[src/rtl/fb_pattern_writer_if.sv]
// Wishbone classic write-master bundle between the frame-buffer pattern writer and the SDRAM controller.
interface fb_pattern_writer_if;
  logic [31:0] adr;
  logic [31:0] dat_ms;
  logic        we;
  logic        cyc;
  logic        stb;
  logic [3:0]  sel;
  logic [2:0]  cti;
  logic [1:0]  bte;
  logic        ack;

  modport master (
    output adr, dat_ms, we, cyc, stb, sel, cti, bte,
    input  ack
  );

  modport slave (
    input  adr, dat_ms, we, cyc, stb, sel, cti, bte,
    output ack
  );
endinterface

[src/rtl/fb_pattern_writer.sv]
// Fills a HDISP x VDISP frame buffer with a 16-pixel grid pattern over Wishbone classic single writes.
// Define FB_WRITER_LOOP_EN to refill the frame forever instead of stopping in DONE.
module fb_pattern_writer #(
  parameter int HDISP = 800,
  parameter int VDISP = 480,
  parameter int BURST = 64
) (
  input  logic                  clk,
  input  logic                  rst_n,
  input  logic                  start,
  fb_pattern_writer_if.master   wb,
  output logic                  done
);

  localparam int XW = (HDISP > 1) ? $clog2(HDISP) : 1;
  localparam int YW = (VDISP > 1) ? $clog2(VDISP) : 1;
  localparam int BW = (BURST > 1) ? $clog2(BURST) : 1;

  localparam logic [XW-1:0] X_LAST = XW'(HDISP - 1);
  localparam logic [YW-1:0] Y_LAST = YW'(VDISP - 1);
  localparam logic [BW-1:0] B_LAST = BW'(BURST - 1);

  typedef enum logic [1:0] {
    S_IDLE,
    S_WRITE,
    S_PAUSE,
    S_DONE
  } state_t;

  state_t         state_q;
  logic [XW-1:0]  x_q, x_d;
  logic [YW-1:0]  y_q, y_d;
  logic [BW-1:0]  burst_q;
  logic [31:0]    adr_q;
  logic [31:0]    dat_q;
  logic           cyc_q;
  logic           stb_q;
  logic           done_q;

  logic           ack_ok;
  logic           last_px;
  logic           burst_end;

  // Grid lines every 16 pixels in both directions, white on black.
  function automatic logic [31:0] pattern(input logic [XW-1:0] px, input logic [YW-1:0] py);
    logic [31:0] xx;
    logic [31:0] yy;
    xx = 32'(px);
    yy = 32'(py);
    return ((xx[3:0] == 4'd0) || (yy[3:0] == 4'd0)) ? 32'h00FF_FFFF : 32'h0000_0000;
  endfunction

  always_comb begin
    x_d = x_q + XW'(1);
    y_d = y_q;
    if (x_q == X_LAST) begin
      x_d = '0;
      y_d = y_q + YW'(1);
    end
  end

  assign ack_ok    = wb.ack && stb_q;
  assign last_px   = (x_q == X_LAST) && (y_q == Y_LAST);
  assign burst_end = (burst_q == B_LAST);

  // Address advances by one word per ack, which tracks 4*(y*HDISP+x) in raster order.
  always_ff @(posedge clk or negedge rst_n) begin
    if (!rst_n) begin
      state_q <= S_IDLE;
      x_q     <= '0;
      y_q     <= '0;
      burst_q <= '0;
      adr_q   <= '0;
      dat_q   <= '0;
      cyc_q   <= 1'b0;
      stb_q   <= 1'b0;
      done_q  <= 1'b0;
    end else begin
      case (state_q)
        S_IDLE: begin
          if (start) begin
            state_q <= S_WRITE;
            x_q     <= '0;
            y_q     <= '0;
            burst_q <= '0;
            adr_q   <= '0;
            dat_q   <= pattern('0, '0);
            cyc_q   <= 1'b1;
            stb_q   <= 1'b1;
          end
        end

        S_WRITE: begin
          if (ack_ok) begin
            if (last_px) begin
`ifdef FB_WRITER_LOOP_EN
              state_q <= S_PAUSE;
              x_q     <= '0;
              y_q     <= '0;
              burst_q <= '0;
              adr_q   <= '0;
              dat_q   <= pattern('0, '0);
              cyc_q   <= 1'b0;
              stb_q   <= 1'b0;
`else
              state_q <= S_DONE;
              burst_q <= '0;
              cyc_q   <= 1'b0;
              stb_q   <= 1'b0;
              done_q  <= 1'b1;
`endif
            end else begin
              x_q   <= x_d;
              y_q   <= y_d;
              adr_q <= adr_q + 32'd4;
              dat_q <= pattern(x_d, y_d);
              if (burst_end) begin
                // Release the bus for one cycle so the display reader can win arbitration.
                state_q <= S_PAUSE;
                burst_q <= '0;
                cyc_q   <= 1'b0;
                stb_q   <= 1'b0;
              end else begin
                burst_q <= burst_q + BW'(1);
              end
            end
          end
        end

        S_PAUSE: begin
          state_q <= S_WRITE;
          cyc_q   <= 1'b1;
          stb_q   <= 1'b1;
        end

        S_DONE: begin
          done_q <= 1'b1;
        end

        default: begin
          state_q <= S_IDLE;
          cyc_q   <= 1'b0;
          stb_q   <= 1'b0;
          done_q  <= 1'b0;
        end
      endcase
    end
  end

  assign wb.adr    = adr_q;
  assign wb.dat_ms = dat_q;
  assign wb.cyc    = cyc_q;
  assign wb.stb    = stb_q;
  assign wb.we     = 1'b1;
  assign wb.sel    = 4'b1111;
  assign wb.cti    = 3'b000;
  assign wb.bte    = 2'b00;
  assign done      = done_q;

endmodule
[src/flat_wrapper.sv]
// flat-port wrapper written by rule: the top's interface ports become plain ports
module fb_pattern_writer_flat 
#(
  parameter int HDISP = 800,
  parameter int VDISP = 480,
  parameter int BURST = 64
)
  (clk, rst_n, start, done, wb_adr, wb_dat_ms, wb_we, wb_cyc, wb_stb, wb_sel, wb_cti, wb_bte, wb_ack);
  fb_pattern_writer_if wb_i ();
  input  logic clk;
  input  logic rst_n;
  input  logic start;
  output logic done;
  output wire logic [$bits(wb_i.adr)-1:0] wb_adr;
  output wire logic [$bits(wb_i.dat_ms)-1:0] wb_dat_ms;
  output wire logic [$bits(wb_i.we)-1:0] wb_we;
  output wire logic [$bits(wb_i.cyc)-1:0] wb_cyc;
  output wire logic [$bits(wb_i.stb)-1:0] wb_stb;
  output wire logic [$bits(wb_i.sel)-1:0] wb_sel;
  output wire logic [$bits(wb_i.cti)-1:0] wb_cti;
  output wire logic [$bits(wb_i.bte)-1:0] wb_bte;
  input wire logic [$bits(wb_i.ack)-1:0] wb_ack;
  assign wb_adr = wb_i.adr;
  assign wb_dat_ms = wb_i.dat_ms;
  assign wb_we = wb_i.we;
  assign wb_cyc = wb_i.cyc;
  assign wb_stb = wb_i.stb;
  assign wb_sel = wb_i.sel;
  assign wb_cti = wb_i.cti;
  assign wb_bte = wb_i.bte;
  assign wb_i.ack = wb_ack;
  fb_pattern_writer #(.HDISP(HDISP), .VDISP(VDISP), .BURST(BURST)) u_core (.clk(clk), .rst_n(rst_n), .start(start), .wb(wb_i), .done(done));
endmodule
[config.mk]
export PLATFORM = sky130hd
export DESIGN_NAME = fb_pattern_writer_flat
export DESIGN_NICKNAME = d
export VERILOG_FILES = /design/src/rtl/fb_pattern_writer_if.sv /design/src/rtl/fb_pattern_writer.sv /design/src/flat_wrapper.sv
export SDC_FILE = /design/constraint.sdc
export NUM_CORES = 1
export LEC_CHECK = 0
export ABC_AREA = 1
export CAP_MARGIN = 0
export CORE_UTILIZATION = 45
export DETAILED_ROUTE_END_ITERATION = 10
export GPL_TIMING_DRIVEN = 0
export PLACE_DENSITY = 0.71
export SETUP_SLACK_MARGIN = 0.05
export SLEW_MARGIN = 20
export SYNTH_ARGS = -nofsm -noshare
export SYNTH_HDL_FRONTEND = slang
export SYNTH_SLANG_ARGS = --single-unit
[constraint.sdc]
create_clock -name clk -period 1.9 [get_ports clk]
set_input_delay 0.38 -clock clk [delete_from_list [all_inputs] [get_ports clk]]
set_output_delay 0.38 -clock clk [all_outputs]
set_load 0.01 [all_outputs]
Yosys cells after proc, flatten, opt, wreduce, memory -nomap -nowiden --
Cells that the tools add are included.
Cells by class: eq/ne operators 12, reduce and logical (&&, ||, !) cells 14, multiplexer cells 37, $add $sub $neg 4
Operator list (number):
- $mux W32 | 6
- $pmux W32 S2 | 2
- $mux W10 | 4
- $mux W9 | 4
- $add A32 B3 Y32 const B | 1
- $mux W24 | 1
- $mux W6 | 4
- $pmux W10 S2 | 1
- $pmux W9 S2 | 1
- $pmux W6 S2 | 1
- $add A10 B1 Y10 const B | 1
- $eq A10 B10 Y1 const B | 1
- $add A9 B1 Y9 const B | 1
- $eq A9 B9 Y1 const B | 1
- $logic_not A4 Y1 | 2
- $mux W2 | 4
- $reduce_and A4 Y1 | 2
- $add A6 B1 Y6 const B | 1
- $eq A6 B6 Y1 const B | 1
- $mux W1 | 6
- $ne A2 B1 Y1 const B | 3
- $pmux W2 S3 | 1
- $reduce_and A3 Y1 | 2
- $reduce_and A5 Y1 | 1
- 11 further kinds | 15
Word-level totals: output and inout port bits 77, register bits after elaboration 93, bits of input ports 4, word-level logic and storage cells 76

Logic depth before layout (Yosys ltp) --
depth after elaboration 8, gate-level depth with buffers 11, depth with buffers taken out 10

Least setup slack after synthesis --
Ideal clock, no wire load.
path type register to register, start register u_core.y_q[0], end register u_core.adr_q[19], in the netlist u_core.wb.adr[19], data required time 1766 ps, arrival time 1558 ps, path slack 208 ps, clock period less this slack 1692 ps, stages on the path, launching flop included 10, cells stage by stage dfrtp_1 -> ha_1 -> nand3_1 -> clkinv_1 -> nand2_1 -> nor2_2 -> inv_2 -> o21ai_2 -> clkbuf_1 -> o21ai_0
On the way: longest elaborated chain between the ends 4
RTL lines:
- from (decl) | RTL line fb_pattern_writer.sv:32 | logic [YW-1:0] y_q, y_d;
- from (signal assigned) | RTL line fb_pattern_writer.sv:114 | y_q <= y_d;
- $eq A9 B9 Y1 | RTL line fb_pattern_writer.sv:63 | assign last_px = (x_q == X_LAST) && (y_q == Y_LAST);
- $logic_and A1 B1 Y1 | RTL line fb_pattern_writer.sv:63
- $ne A2 B2 Y1 (no line)
- $reduce_and A4 Y1 (no line)
- to (signal assigned) | RTL line fb_pattern_writer.sv:115 | adr_q <= adr_q + 32'd4;
- to (decl) | RTL line fb_pattern_writer.sv:34 | logic [31:0] adr_q;
No other way between the ends. A chain may end at the register's enable or synchronous reset.

Worst setup path in the final report --
start register u_core.x_q[1], end register u_core.adr_q[19], in the netlist u_core.wb.adr[19]
On the way: longest elaborated chain between the ends 4
RTL lines:
- from (decl) | RTL line fb_pattern_writer.sv:31 | logic [XW-1:0] x_q, x_d;
- from (signal assigned) | RTL line fb_pattern_writer.sv:70 | x_q <= '0;
- from (signal assigned) | RTL line fb_pattern_writer.sv:83 | x_q <= '0;
- from (signal assigned) | RTL line fb_pattern_writer.sv:113 | x_q <= x_d;
- $eq A10 B10 Y1 | RTL line fb_pattern_writer.sv:63
- $logic_and A1 B1 Y1 | RTL line fb_pattern_writer.sv:63
- $ne A2 B2 Y1 (no line)
- $reduce_and A4 Y1 (no line)
No other way between the ends.

==> results.sh <==
export IMPL_status="completed"
export IMPL_fin_crit_ns=1.79
export IMPL_port_buffer_count=60
export IMPL_skew_ns=0.0160
export IMPL_slowest_delay_ns=0.40
export IMPL_die_h_um=98.7
export IMPL_antenna_found_initial=0
export IMPL_path_clk_slew_ns=0.08
export IMPL_htreeDepth=3
export IMPL_synth_ff_type="dfrtp_1"
export IMPL_finalMaxSlewViolations=0
export IMPL_drt_wl_total_mm=11.6
export IMPL_cts_inserted_buffers=9
export IMPL_die_w_um=98.7
export IMPL_drive_gt1_share_pct=19.5
export IMPL_tns_ns=0
export IMPL_required_ns=2.16
export IMPL_crit_start="u_core.x_q[1]$_DFFE_PN0P_"
export IMPL_tightest_slew_ns=0.559
export IMPL_dp_hpwl_mm=8.27
export IMPL_power_frac_seq_pct=29.8
export IMPL_routedWlPerCell_um=13.8
export IMPL_p_clk_share_pct=21.2
export IMPL_dieArea_sq_um=9740
export IMPL_syn_area_per_cell_sq_um=6.83
export IMPL_ir_worst_vdd_mv=0.663
export IMPL_coreArea_sq_um=8890
export IMPL_fin_nets=736
export IMPL_cts_tree="yes"
export IMPL_path_common_cell="nand3_4"
export IMPL_clock_sinks=60
export IMPL_dr_first_iter_drc_count=376
export IMPL_worstPathMaxFanout=10
export IMPL_syn_inst=616
export IMPL_grt_pass1_wl_mm=18.6
export IMPL_synth_distinct_cells=33
export IMPL_synthesis_area_sq_um=4210
export IMPL_syn_to_final_growth_pct=32.5
export IMPL_p_switching_mw=2.18
export IMPL_cts_root_buf="clkbuf_8"
export IMPL_rsz0062_at_grt="yes"
export IMPL_layout_cells_most_common_list="nand2_1 (184), nor2_1 (73), buf_4 (65), dfrtp_1 (56), nand3_1 (55)"
export IMPL_final_hold_viol_count=0
export IMPL_grt_max_degree=38
export IMPL_antennaDiodeCount=0
export IMPL_gp_congestion=0.935
export IMPL_io_pins=81
export IMPL_min_path_type="in2async"
export IMPL_drc=0
export IMPL_combPwrFrac_pct=49.0
export IMPL_p_int_mw=3.11
export IMPL_dr_pass1_iters=5
export IMPL_max_slew_margin_pct=62.7
export IMPL_cp_start_kind="flip-flop"
export IMPL_async_reset_ff_share_pct=100
export IMPL_num_vias=4277
export IMPL_end_kind="flip-flop"
export IMPL_ant_nets=0
export IMPL_cp_slowest_cell="dfrtp_1"
export IMPL_grt_pass1_vias=3812
export IMPL_swShare_pct=41.2
export IMPL_start_util_pct=47.3
export IMPL_max_cap_violations=0
export IMPL_clockBufferDepth=2
export IMPL_path_class="reg2reg"
export IMPL_fmax_mhz=560
export IMPL_clock_latency_ns=0.35
export IMPL_cp_cell_sequence="ha_4 > nand3_4 > nor2_4 > nand3_4 > o21ai_4 > buf_6 > buf_12 > buf_8 > nand2_1 > o21ai_0"
export IMPL_track_usage_pct=24.5
export IMPL_post_route_cell_area_sq_um=5570
export IMPL_fin_crit_sh_pct=94.1
export IMPL_r2r_start="u_core.x_q[1]$_DFFE_PN0P_"
export IMPL_yosysSeqAreaShare_pct=35.7
export IMPL_seq_area_sq_um=1510
export IMPL_synth_warnings=0
export IMPL_vias_per_cell=5.09
export IMPL_arrival_ns=2.05
export IMPL_finalSetupViolations=0
export IMPL_rows=34
export IMPL_placed_cell_area_sq_um=5030
export IMPL_gr_total_overflow=0
export IMPL_powerDensity_nw_per_um2=949
export IMPL_utilization_pct=62.7
export IMPL_power_leakage_nw=2.44
export IMPL_final_common_cell="nand2_1"
export IMPL_synth_enable_flop_cells=0
export IMPL_n_fill_cell=809
export IMPL_ys_ff_latch=60
export IMPL_multi_input_area_sq_um=2270
## power groups by stage
stage / clock, mW / sequential, mW / combinational [mW]
global placement: 0 / 1.57 / 1.94
finish: 1.12 / 1.58 / 2.59
global route: 1.20 / 1.59 / 2.78
CTS: 1.14 / 1.56 / 2.38
detailed placement: 0 / 1.58 / 1.97
floorplan: 0 / 1.57 / 1.31
## cell type report
class,count,share of cell area (%)
clock inverter,6,0.988
buffer,57,8.04
inverter,57,3.86
timing repair buffer,84,14.6
clock buffer,10,2.29
tap,108,2.43
sequential,60,27.1
multi-input combinational,459,40.7
## Yosys cell counts, drive strengths merged (4+ instances only)
library cell	number	share of area (%)
a21oi	5	1.1
buf	52	9.7
clkbuf	6	0.54
dfrtp	60	36
ha	4	1.2
inv	56	5.0
nand2	190	17
nand3	60	7.3
nand4	11	1.6
nor2	82	7.4
nor3	4	0.48
o21ai	49	5.9
or2	6	0.89
xnor2	5	1.0
xor2	12	2.5
## registers in the layout, indices dropped and copies added (netlist names)
name / count
u_core.wb.adr: 30
u_core.x_q: 10
u_core.y_q: 9
u_core.burst_q: 6
u_core.state_q: 2
u_core.done: 1
u_core.wb.cyc: 1
u_core.wb.dat_ms: 1
## worst max-delay path, delay by kind of cell (launching register included)
family / cells / cell delay [ns]
AND/OR/NAND/NOR: 4 / 0.43
flip-flops: 1 / 0.40
buffers and inverters: 3 / 0.39
AO/OA/AOI/OAI: 2 / 0.29
adder cells (fa/ha/maj): 1 / 0.18
## per-stage QoR
step                      total power [mW]  hold WS [ns]  worst slack (ns)  instances
after floorplan                       2.88        0.0844             0.208        634
after global placement                3.52         0.484             -1.59        802
after detailed placement              3.55         0.307            -0.380        803
after CTS                             5.08         0.488            0.0542        837
after global routing                  5.57         0.507           0.00865        841
final                                 5.29         0.466             0.113        841
## cell families after synthesis
group	count (synthesis)	share of synthesized area [%]
AND/OR/NAND/NOR	354	35.2
buffers and inverters	115	15.3
AO/OA/AOI/OAI	64	8.83
flip-flops	60	35.7
XOR/XNOR	17	3.54
adder cells (fa/ha/maj)	4	1.19
other	2	0.179
## per-layer routing
metal	global-route usage, %	wire (um)	share of wire (%)	vias up
li1	-	-	-	2126
met1	34.4	5340	46	1965
met2	38.9	5340	46	171
met3	3.76	798	6.9	15
met4	7.92	133	1.1	0
met5	0	0	0	-
## worst paths after layout
| path | cells past startpoint | slack [ns] | to |
|---|---|---|---|
| worst max-delay path | 10 | 0.11 | u_core.wb.adr[19]$_DFFE_PN0P_ |
| worst min-delay path | 2 | 0.47 | u_core.y_q[8]$_DFFE_PN0P_ |
| worst max register to register | 10 | 0.11 | u_core.wb.adr[19]$_DFFE_PN0P_ |
| worst min register to register | 1 | 0.50 | u_core.done$_DFFE_PN0P_ |
| max in group asynchronous | 3 | 0.90 | u_core.wb.adr[2]$_DFFE_PN0P_ |
| min in group clk | 1 | 0.50 | u_core.done$_DFFE_PN0P_ |
## repair_timing
| action | CTS | global route |
|---|---|---|
| endpoints found under the setup margin | 80 | 56 |
| pin swaps | 3 | 6 |
| resized for setup | 48 | 27 |
| hold endpoints to repair | 23 | 0 |
| cloned | 1 | 0 |
| setup buffers | 16 | 5 |
| hold buffers | 1 | 0 |
(Power assumes the default switching activity.)
